**src/rtl/rr_arb_mux.sv**
```systemverilog
// Round-robin arbitrated N:1 multiplexer with a registered output stage.
// Shares one downstream valid/ready port among NCH requesters, optional grant lock.
module rr_arb_mux #(
  parameter int WIDTH = 32,
  parameter int NCH   = 4,
  parameter int SELW  = (NCH > 1) ? $clog2(NCH) : 1
) (
  input  logic                 clk,
  input  logic                 rst_n,
  input  logic [NCH*WIDTH-1:0] in_data,
  input  logic [NCH-1:0]       in_valid,
  output logic [NCH-1:0]       in_ready,
  input  logic                 lock,
  output logic [WIDTH-1:0]     out_data,
  output logic [SELW-1:0]      out_sel,
  output logic                 out_valid,
  input  logic                 out_ready
);

  // Handshake: a word moves on a rising edge where valid and ready are both
  // high. Ready never looks at data, and a requester may drop valid before it
  // is accepted; nothing is remembered about a request that was withdrawn.

  localparam int              NPAD    = 1 << SELW;
  localparam logic [SELW:0]   NCH_W   = (SELW+1)'(NCH);
  localparam logic [SELW-1:0] LAST_CH = SELW'(NCH - 1);

  logic [SELW-1:0]  r_ptr;
  logic [SELW-1:0]  r_last;
  logic [SELW-1:0]  r_sel;
  logic [WIDTH-1:0] r_data;
  logic             r_valid;

  logic [NPAD-1:0]  w_valid_pad;
  logic             w_space;
  logic             w_grant_vld;
  logic             w_accept;
  logic [SELW-1:0]  w_grant;
  logic [SELW:0]    w_idx;
  logic [WIDTH-1:0] w_sel_data;

  // Padding to a power of two keeps every SELW-bit index in range.
  assign w_valid_pad = NPAD'(in_valid);
  assign w_space     = !r_valid || out_ready;
  assign w_accept    = w_space && w_grant_vld;

  always_comb begin
    w_grant_vld = 1'b0;
    w_grant     = '0;
    w_idx       = '0;
    if (lock && w_valid_pad[r_last]) begin
      w_grant_vld = 1'b1;
      w_grant     = r_last;
    end else begin
      for (int k = 0; k < NCH; k++) begin
        w_idx = {1'b0, r_ptr} + (SELW+1)'(k);
        if (w_idx >= NCH_W) begin
          w_idx = w_idx - NCH_W;
        end
        if (!w_grant_vld && w_valid_pad[w_idx[SELW-1:0]]) begin
          w_grant_vld = 1'b1;
          w_grant     = w_idx[SELW-1:0];
        end
      end
    end
  end

  always_comb begin
    w_sel_data = '0;
    in_ready   = '0;
    for (int i = 0; i < NCH; i++) begin
      if (w_grant == SELW'(i)) begin
        w_sel_data  = in_data[i*WIDTH +: WIDTH];
        in_ready[i] = w_space && w_grant_vld;
      end
    end
  end

  always_ff @(posedge clk or negedge rst_n) begin
    if (!rst_n) begin
      r_ptr   <= '0;
      r_last  <= '0;
      r_sel   <= '0;
      r_data  <= '0;
      r_valid <= 1'b0;
    end else if (w_accept) begin
      r_data  <= w_sel_data;
      r_sel   <= w_grant;
      r_valid <= 1'b1;
      r_last  <= w_grant;
      // The pointer moves even under lock so rotation resumes past the winner.
      r_ptr   <= (w_grant == LAST_CH) ? '0 : w_grant + SELW'(1);
    end else if (out_ready) begin
      r_valid <= 1'b0;
    end
  end

  assign out_data  = r_data;
  assign out_sel   = r_sel;
  assign out_valid = r_valid;

endmodule

```
**config.mk**
```make
export PLATFORM = sky130hd
export DESIGN_NAME = rr_arb_mux
export DESIGN_NICKNAME = d
export VERILOG_FILES = /design/src/rtl/rr_arb_mux.sv
export SDC_FILE = /design/constraint.sdc
export NUM_CORES = 1
export LEC_CHECK = 0
export ABC_CLOCK_PERIOD_IN_PS = 3400
export CAP_MARGIN = 15
export CORE_ASPECT_RATIO = 0.75
export CORE_MARGIN = 3
export CORE_UTILIZATION = 38
export CTS_BUF_LIST = sky130_fd_sc_hd__clkbuf_8
export DETAILED_ROUTE_END_ITERATION = 8
export GPL_TIMING_DRIVEN = 1
export HOLD_SLACK_MARGIN = 0.15
export PLACE_DENSITY = 0.91
export SETUP_SLACK_MARGIN = 0.5
export SLEW_MARGIN = 20
export SYNTH_ARGS = -nofsm -noshare
export SYNTH_HDL_FRONTEND = slang
export SYNTH_SLANG_ARGS = --single-unit
```
**constraint.sdc**
```tcl
create_clock -name clk -period 3.4 [get_ports clk]
set_input_delay 0.51 -clock clk [delete_from_list [all_inputs] [get_ports clk]]
set_output_delay 0.51 -clock clk [all_outputs]
set_load 0.02 [all_outputs]
```
# [Word-level counts from Yosys, hierarchy flattened]
# Cells that the tools add are included.
[classes] add_sub_neg=8 n_lt_le_gt_ge=9 eq_ne=3 mux=42 n_reduce_logical=12
[ops] op="2-to-1 mux 32 bit" count=4
[ops] op="2-to-1 mux 2 bit" count=14
[ops] op="2-to-1 mux 1 bit" count=19
[ops] op="< comparator 2 x 3 -> 1 bit (second input constant)" count=5
[ops] op="binary-select mux 1 bit (select 2 bit)" count=5
[ops] op=">= comparator 3 bit (second input constant)" count=3
[ops] op="subtractor 2 x 1 -> 2 bit (second input constant)" count=4
[ops] op="adder 2 x 2 -> 3 bit (second input constant)" count=2
[ops] op="logical AND 1 bit" count=5
[ops] op="== test 2 bit (second input constant)" count=2
[ops] op="zero test 1 bit" count=4
[ops] op="adder 2 x 1 -> 3 bit (second input constant)" count=1
[ops] op=">= comparator 2 x 3 -> 1 bit (second input constant)" count=1
[ops] op="adder 2 x 1 -> 2 bit (second input constant)" count=1
[ops] op="== test 2 x 1 -> 1 bit (second input constant)" count=1
[ops] op="zero test 2 bit" count=1
[ops] op="nonzero test 2 bit" count=1
[ops] op="logical OR 1 bit" count=1
[totals] ff_bits=37 in_bits=136 output_inout_bits=39 wordCells=78

# [Depth between registers and ports, before layout]
# Gate-level depths: netlist of the first run.
[depth] word_depth=25 depth_mapped=13 ltp_nobuf=11

# [Worst setup path after synthesis of the first run]
# Ideal clock, no wire load.
[synth_timing] kind="in2out" startpoint="in in_valid[1]" endpoint="out in_ready[3]" arrival_time_ns=2.760 t_required_ns=2.890 path_slack_ns=0.130 cell_stages=9 n_path_buf=3 cell_sequence="buf_2 mux2i_1 o22ai_2 or4_1 a21oi_1 ha_1 clkbuf_1 clkbuf_1 and2_1"
[synth_between] elab_chain_cells=18 elab_cells_between_ends=33 classes_between="1 x eq/ne; 24 x mux; 8 x reduce/logical"
[synth_rtl] element="from (decl)" line_no="11" text="input logic [NCH-1:0] in_valid,"
[synth_rtl] element="binary-select mux 1 bit (select 2 bit)" line_no="60" text="if (!w_grant_vld && w_valid_pad[w_idx[SELW-1:0]]) begin"
[synth_rtl] element="2-to-1 mux 1 bit (implied by the code)" line_no="60"
[synth_rtl] element="2-to-1 mux 1 bit" line_no="60"
[synth_rtl] element="2-to-1 mux 1 bit" line_no="51" text="if (lock && w_valid_pad[r_last]) begin"
[synth_rtl] element="zero test 1 bit" line_no="60"
[synth_rtl] element="logical AND 1 bit" line_no="60"
[synth_rtl] element="2-to-1 mux 1 bit" line_no="60"
[synth_rtl] element="2-to-1 mux 1 bit" line_no="51"
[synth_rtl] element="(+3 left out)"
[synth_rtl] element="2-to-1 mux 1 bit" line_no="51"
[synth_rtl] element="zero test 1 bit" line_no="60"
[synth_rtl] element="logical AND 1 bit" line_no="60"
[synth_rtl] element="2-to-1 mux 2 bit" line_no="60"
[synth_rtl] element="2-to-1 mux 2 bit *" line_no="51"
[synth_rtl] element="via w_grant[0]" line_no="38" text="logic [SELW-1:0] w_grant;"
[synth_rtl] element="== test 2 bit *" line_no="72" text="if (w_grant == SELW'(i)) begin"
[synth_rtl] element="2-to-1 mux 1 bit *" line_no="72"
[synth_rtl] element="to (decl)" line_no="12" text="output logic [NCH-1:0] in_ready,"
# Mark *: on every way through the listed nets, which the timed path passes. The rest lies on a longest branch. The select of a mux whose other input is x is not followed.

# [Worst setup path after layout of the first run]
[layout_timing] startpoint="in in_valid[2]" endpoint="out in_ready[2]"
# Same word-level chain as after synthesis.

==> qor.txt, run 1 <==
Worst vdd ir -> 0.473 mV
Global Route Usage Sum -> 24.5%
Worst Path Arrival -> 2350 ps
R2R Path Start -> r_ptr[1]$_DFFE_PN0N_
Final Max Tran Viols -> 0
Final period util -> 84.2%
Largest cells by area after synthesis -> dfrtp_1, mux2_2, a221oi_1
Core Region -> 6600 µm²
Insertion delay to the later sink of the worst-skew pair -> 280 ps
Post-route ant nets -> 0
Top cell type by total area after synthesis -> dfrtp_1
Layout cells sized above 1 -> 27.9%
Leak Pwr -> 2.01 nW
RSZ-0062 raised after global routing -> true
Count leader, synth -> nand2_1
Sw frac -> 42.3%
Synthesized area per cell -> 9.41 µm²
Combinational Power Share -> 73.7%
Post-synth EDFFs -> 0
Maxcap violations -> 0
Die Width -> 103 µm
Initial Util -> 40.9%
Setup TNS -> 0 ps
Chip height -> 79.0 µm
Synth Instances -> 287
Nets -> 609
Final-report setup violation count -> 0
Overall power -> 0.00461 W
Final hold vios -> 0
Ant diodes -> 0
CTS sink cnt -> 37
Vias in the first global route -> 3087
Netlist cell types -> 33
Final WL -> 9.95 mm
Clock root buffer -> clkbuf_8
RR Endpoint -> out_data[26]$_DFFE_PN0N_
First-pass GRT wire length -> 15.6 mm
GRT overflow -> 0
Crit path time final -> 2860 ps
Final core utilization -> 77.1%
Max clock buf depth -> 2
Slew HR -> 41.6%
Drt initial violations -> 95
Sequential area share after synthesis -> 34.3%
Status -> completed
Vias per cell -> 5.30
Top cells by count, synth -> nand2_1, dfrtp_1, nor2b_1
Die area -> 8170 µm²
IO Port Bufs -> 174
Fraction of registers with async set/reset -> 100%
CTS tree -> done
Total number of vias -> 2987
Area Overhead vs Synth -> 88.3%
Critical path class -> input pin to output port
Largest net degree at the start of global routing -> 65
Reg clk slew, reported paths -> 80 ps
Flop2flop setup slack -> 560 ps
Worst Path Max Fanout -> 5
Setup WS pre-CTS -> -400 ps
Post-Syn Nets -> 427
Htree depth -> 2
First drt pass iteration count -> 4
Data required, critical path -> 2890 ps
Routability Congestion -> 0.930
Worst hold path type -> input pin to asynchronous set/reset pin
Most common flop cell mapped by yosys -> dfrtp_1
Fmax -> 349 MHz
R2r worst-path depth -> 12
Synth Cell Area -> 2700 µm²
PwrDens -> 907 nW/µm²
Worst hold slack -> 341 ps
Row Count -> 25
Initial antenna violation count -> 0
Sw power -> 0.00195 W
Num ports -> 175
Hpwl dp -> 7.24 mm
Reg power frac -> 17.6%
Yosys reg bits -> 37
Kind of launch point of the worst setup path -> input pin
Worst Skew -> 3.71 ps
WL per Instance -> 17.6 µm
Int Power -> 0.00266 W
DR DRC count -> 0
Top-area cell type share of the netlist area -> 34.3%
Final setup margin -> 536 ps
CP endpoint kind -> output port
Yosys warns -> 0
Clock network fraction of design power -> 8.7%
Worst-Margin Slew -> 876 ps
Num CTS Buffers -> 5
layout make-up:
| cell class | instances | area, µm² |
|---|---|---|
| clock buffer | 6 | 82.6 |
| clock inverter | 2 | 37.5 |
| fill | 435 | 1510 |
| inverter | 4 | 15.0 |
| multi-input combinational | 218 | 1910 |
| sequential | 37 | 928 |
| tap | 94 | 118 |
| timing repair buffer | 203 | 2000 |
metal layers:
layer,GRT usage [%],part of all wire (%),up-vias,wire length (µm)
met1,28.7,40,1416,3970
met2,44.8,51,129,5090
met3,6.76,8.1,8,809
met4,3.75,0.76,0,76
met5,0,0,-,0
li1,-,-,1434,-
per-stage QoR:
step                      instances  area (µm²)
after global routing            564        5090
final                           564        5090
after CTS                       561        5030
after floorplan                 287        3030
after detailed placement        545        4820
after global placement          545        4820
sequential cells by signal, indices dropped and copies added, names as in the netlist:
name,cells
out_sel,2
out_data,32
out_valid,1
r_ptr,2
worst max-delay path, cell delays in order:
cell and delay [ps]:
clkdlybuf4s15_2 220, mux2i_1 210, nor2_1 60, or4_4 570
a21oi_4 210, inv_2 90, ha_2 190, and2_4 130
buf_2 150
cell families after synthesis:
group | synth area share [%]
AO/OA/AOI/OAI | 24.6
AND/OR/NAND/NOR | 17.1
buffers and inverters | 5.74
multiplexers | 16.4
adder cells (fa/ha/maj) | 1.85
flip-flops | 34.3
worst max-delay path by stage:
stage / from / to / slack, ps / depth (start not counted)
after CTS: out_sel[0]$_DFFE_PN0N_ / in_ready[2] / 530 / 8
final: in_valid[2] / in_ready[2] / 540 / 9
after global routing: out_sel[0]$_DFFE_PN0N_ / in_ready[0] / 420 / 8
after detailed placement: in_valid[1] / out_data[0]$_DFFE_PN0N_ / -400 / 12
after floorplan: in_valid[3] / out_data[28]$_DFFE_PN0N_ / 500 / 12
after global placement: in_valid[1] / out_data[0]$_DFFE_PN0N_ / -240 / 12
cell usage in the layout, fill, tap and decap left out, types with 3 or more instances in the layout:
cell type,count
and2_4,3
inv_1,3
buf_4,23
nand2b_1,4
mux2_4,5
dfrtp_1,35
buf_12,4
clkdlybuf4s50_1,164
nor2_1,4
a221oi_2,30
a21oi_1,7
clkdlybuf4s15_2,4
nor2b_1,33
clkbuf_8,6
buf_2,4
nand2_1,38
mux2_2,29
o31ai_1,31
what timing repair did:
action / CTS / global route
hold endpoints to repair: 0 / 0
gates resized for setup: 33 / 4
gates cloned: 1 / 0
hold buffers: 0 / 0
endpoints found under the setup margin: 36 / 36
pin swaps: 4 / 0
buffers inserted: 7 / 3
power groups by stage:
stage / Combinational [W] / Clock (W) / Sequential, W
floorplan: 0.00200 / 0 / 0.00102
global placement: 0.00303 / 0 / 0.000816
detailed placement: 0.00314 / 0 / 0.000830
CTS: 0.00331 / 0.000414 / 0.000813
global route: 0.00367 / 0.000432 / 0.000842
finish: 0.00340 / 0.000401 / 0.000811
Note: power is estimated with default switching activity, not from simulation.
==> inputs of run 2 (changes only) <==
Settings changed: ABC_CLOCK_PERIOD_IN_PS 3400 to 2850.
Clock period 3.4 ns to 2.85 ns, I/O delays scaled along.
==> run 2 against run 1 <==
The flow now finishes with violations (setup timing). Setup slack worse by 550 ps. Via count rose by 7.4%. Hold slack worse by 100 ps. Die area did not move. Critical endpoint unchanged.
==> qor.txt, run 2 (synthesis gave the netlist of run 1 again) <==
Status -> finished with violations (was completed)
Failing checks -> setup timing
PwrDens -> 1130 nW/µm² (was 907 nW/µm²)
Finished Layout Cells -> 578 (was 564)
Final hold vios -> 0 (unchanged)
Area Overhead vs Synth -> 99.7% (was 88.3%)
GRT overflow -> 0 (unchanged)
Total number of vias -> 3207 (was 2987)
Final-report setup violation count -> 4 (was 0)
Final Max Tran Viols -> 0 (unchanged)
Vias per cell -> 5.55 (was 5.30)
RSZ-0062 raised after global routing -> true (unchanged)
Flop2flop setup slack -> 10 ps (was 560 ps)
Final period util -> 101%
Most common cell after layout, fill and taps aside -> clkdlybuf4s50_1 (unchanged)
Worst-Margin Slew -> 849 ps (was 876 ps)
Chip height -> 79.0 µm (unchanged)
Post-route ant nets -> 0 (unchanged)
Num ports -> 175 (unchanged)
First drt pass iteration count -> 4 (unchanged)
IO Port Bufs -> 174 (unchanged)
CP startpoint -> in_valid[2] (unchanged)
WL per Instance -> 18.9 µm (was 17.6 µm)
CTS sink cnt -> 37 (unchanged)
DR DRC count -> 0 (unchanged)
Setup TNS -> -28.0 ps (was 0 ps)
Die area -> 8170 µm² (unchanged)
Num CTS Buffers -> 5 (unchanged)
Vias in the first global route -> 3321 (was 3087)
Insertion delay to the later sink of the worst-skew pair -> 290 ps (was 280 ps)
Row Count -> 25 (unchanged)
Final setup margin -> -15.0 ps (was 536 ps)
Hold_buf cts -> 0 (unchanged)
Final core utilization -> 81.7% (was 77.1%)
Most frequent cells in the layout -> clkdlybuf4s50_1, nand2_1, dfrtp_1, nor2b_1, o31ai_1 (unchanged)
Initial Util -> 40.9% (unchanged)
R2R Path Start -> out_sel[0]$_DFFE_PN0N_ (was r_ptr[1]$_DFFE_PN0N_)
Reg clk slew, reported paths -> 80 ps (about the same)
Critical path class -> input pin to output port (unchanged)
Cells after DPL -> 552 (was 545)
Nets -> 623 (was 609)
Largest net degree at the start of global routing -> 65 (unchanged)
Fmax -> 349 MHz
Htree depth -> 2 (unchanged)
CP endpoint kind -> output port (unchanged)
Crit path time final -> 2870 ps
Core Region -> 6600 µm² (unchanged)
Layout cells sized above 1 -> 30.2% (was 27.9%)
Die Width -> 103 µm (unchanged)
Max clock buf depth -> 2 (unchanged)
Data required, critical path -> 2420 ps (was 2890 ps)
Maxcap violations -> 0 (unchanged)
Kind of launch point of the worst setup path -> input pin (unchanged)
CTS tree -> done (unchanged)
Slew HR -> 43.4% (was 41.6%)
Global Route Usage Sum -> 25.2% (was 24.5%)
Initial antenna violation count -> 0 (unchanged)
Max FFs per register -> 32 (unchanged)
Routability Congestion -> 0.837 (was 0.930)
Fillers -> 409 (was 435)
Worst Path Max Fanout -> 5 (unchanged)
First-pass GRT wire length -> 16.1 mm (was 15.6 mm)
Drt initial violations -> 89 (was 95)
Hpwl dp -> 7.65 mm (was 7.24 mm)
Clock root buffer -> clkbuf_8 (unchanged)
Setup WS pre-CTS -> -902 ps (was -400 ps)
Worst Skew -> 11.9 ps (was 3.71 ps)
Ant diodes -> 0 (unchanged)
Worst Path Arrival -> 2440 ps (was 2350 ps)
Leak Pwr -> 2.16 nW (was 2.01 nW)
Worst vdd ir -> 0.648 mV (was 0.473 mV)
Final WL -> 10.9 mm (was 9.95 mm)
Worst hold path type -> input pin to asynchronous set/reset pin (unchanged)
Worst hold slack -> 237 ps (was 341 ps)
## run 2: changes by cell type in the layout (fill, tap and decap cells not counted), moves of 5 or more
cell,change
buf_6,+7
a221oi_4,+5
mux2_4,+14
mux2_2,-14
buf_4,+6
## run 2: where the power goes
group / internal [W] / switching, W
logic: 0.00256 / 0.00218
registers: 0.000794 / 0.000175
clock network: 0.000174 / 0.000203
total: 0.00353 / 0.00256
## run 2: routing by layer
layer	global-route usage, %	wire, µm	up-vias
met1	29.5	4320	1559
met3	6.94	835	24
met5	0	0	-
met2	44.8	5540	159
met4	7.12	250	0
li1	-	-	1465
## run 2: final timing paths
check	endpoint	depth (start not counted)
worst max-delay path	in_ready[2]	10
worst min-delay path	out_data[29]$_DFFE_PN0N_	1
worst max register to register	out_data[29]$_DFFE_PN0N_	12
worst min register to register	out_data[15]$_DFFE_PN0N_	1
max in group asynchronous	out_sel[0]$_DFFE_PN0N_	1
min in group clk	out_data[15]$_DFFE_PN0N_	1
## run 2: timing repair
| item | 4_1_cts | 5_1_grt |
|---|---|---|
| pin swaps | 7 | 1 |
| resized for setup | 46 | 30 |
| buffers inserted | 14 | 3 |
| cloned | 1 | 0 |
| setup endpoints to repair | 38 | 38 |
## run 2: stage by stage
| step | cell area (µm²) | power (W) |
|---|---|---|
| 6_report | 5400 | 0.00608 |
| 5_1_grt | 5400 | 0.00644 |
| 4_1_cts | 5210 | 0.00569 |
| 3_5_place_dp | 4870 | 0.00480 |
| 3_3_place_gp | 4870 | 0.00465 |
| 2_1_floorplan | 3100 | 0.00370 |
## run 2: area by class of cell
cell class	count	area, µm²	share of cell area (%)
timing repair buffer	217	2190	40.6
multi-input combinational	218	2060	38.1
sequential	37	928	17.2
tap	94	118	2.18
clock buffer	5	68.8	1.28
clock inverter	3	21.3	0.394
inverter	4	15.0	0.278
## run 2: worst max-delay path: stages
cell	delay, ps
dlygate4sd2_1	330
mux2i_2	240
nor2_1	80
or4_4	560
a21oi_4	170
inv_2	80
buf_6	120
ha_4	170
and2_4	140
buf_6	120
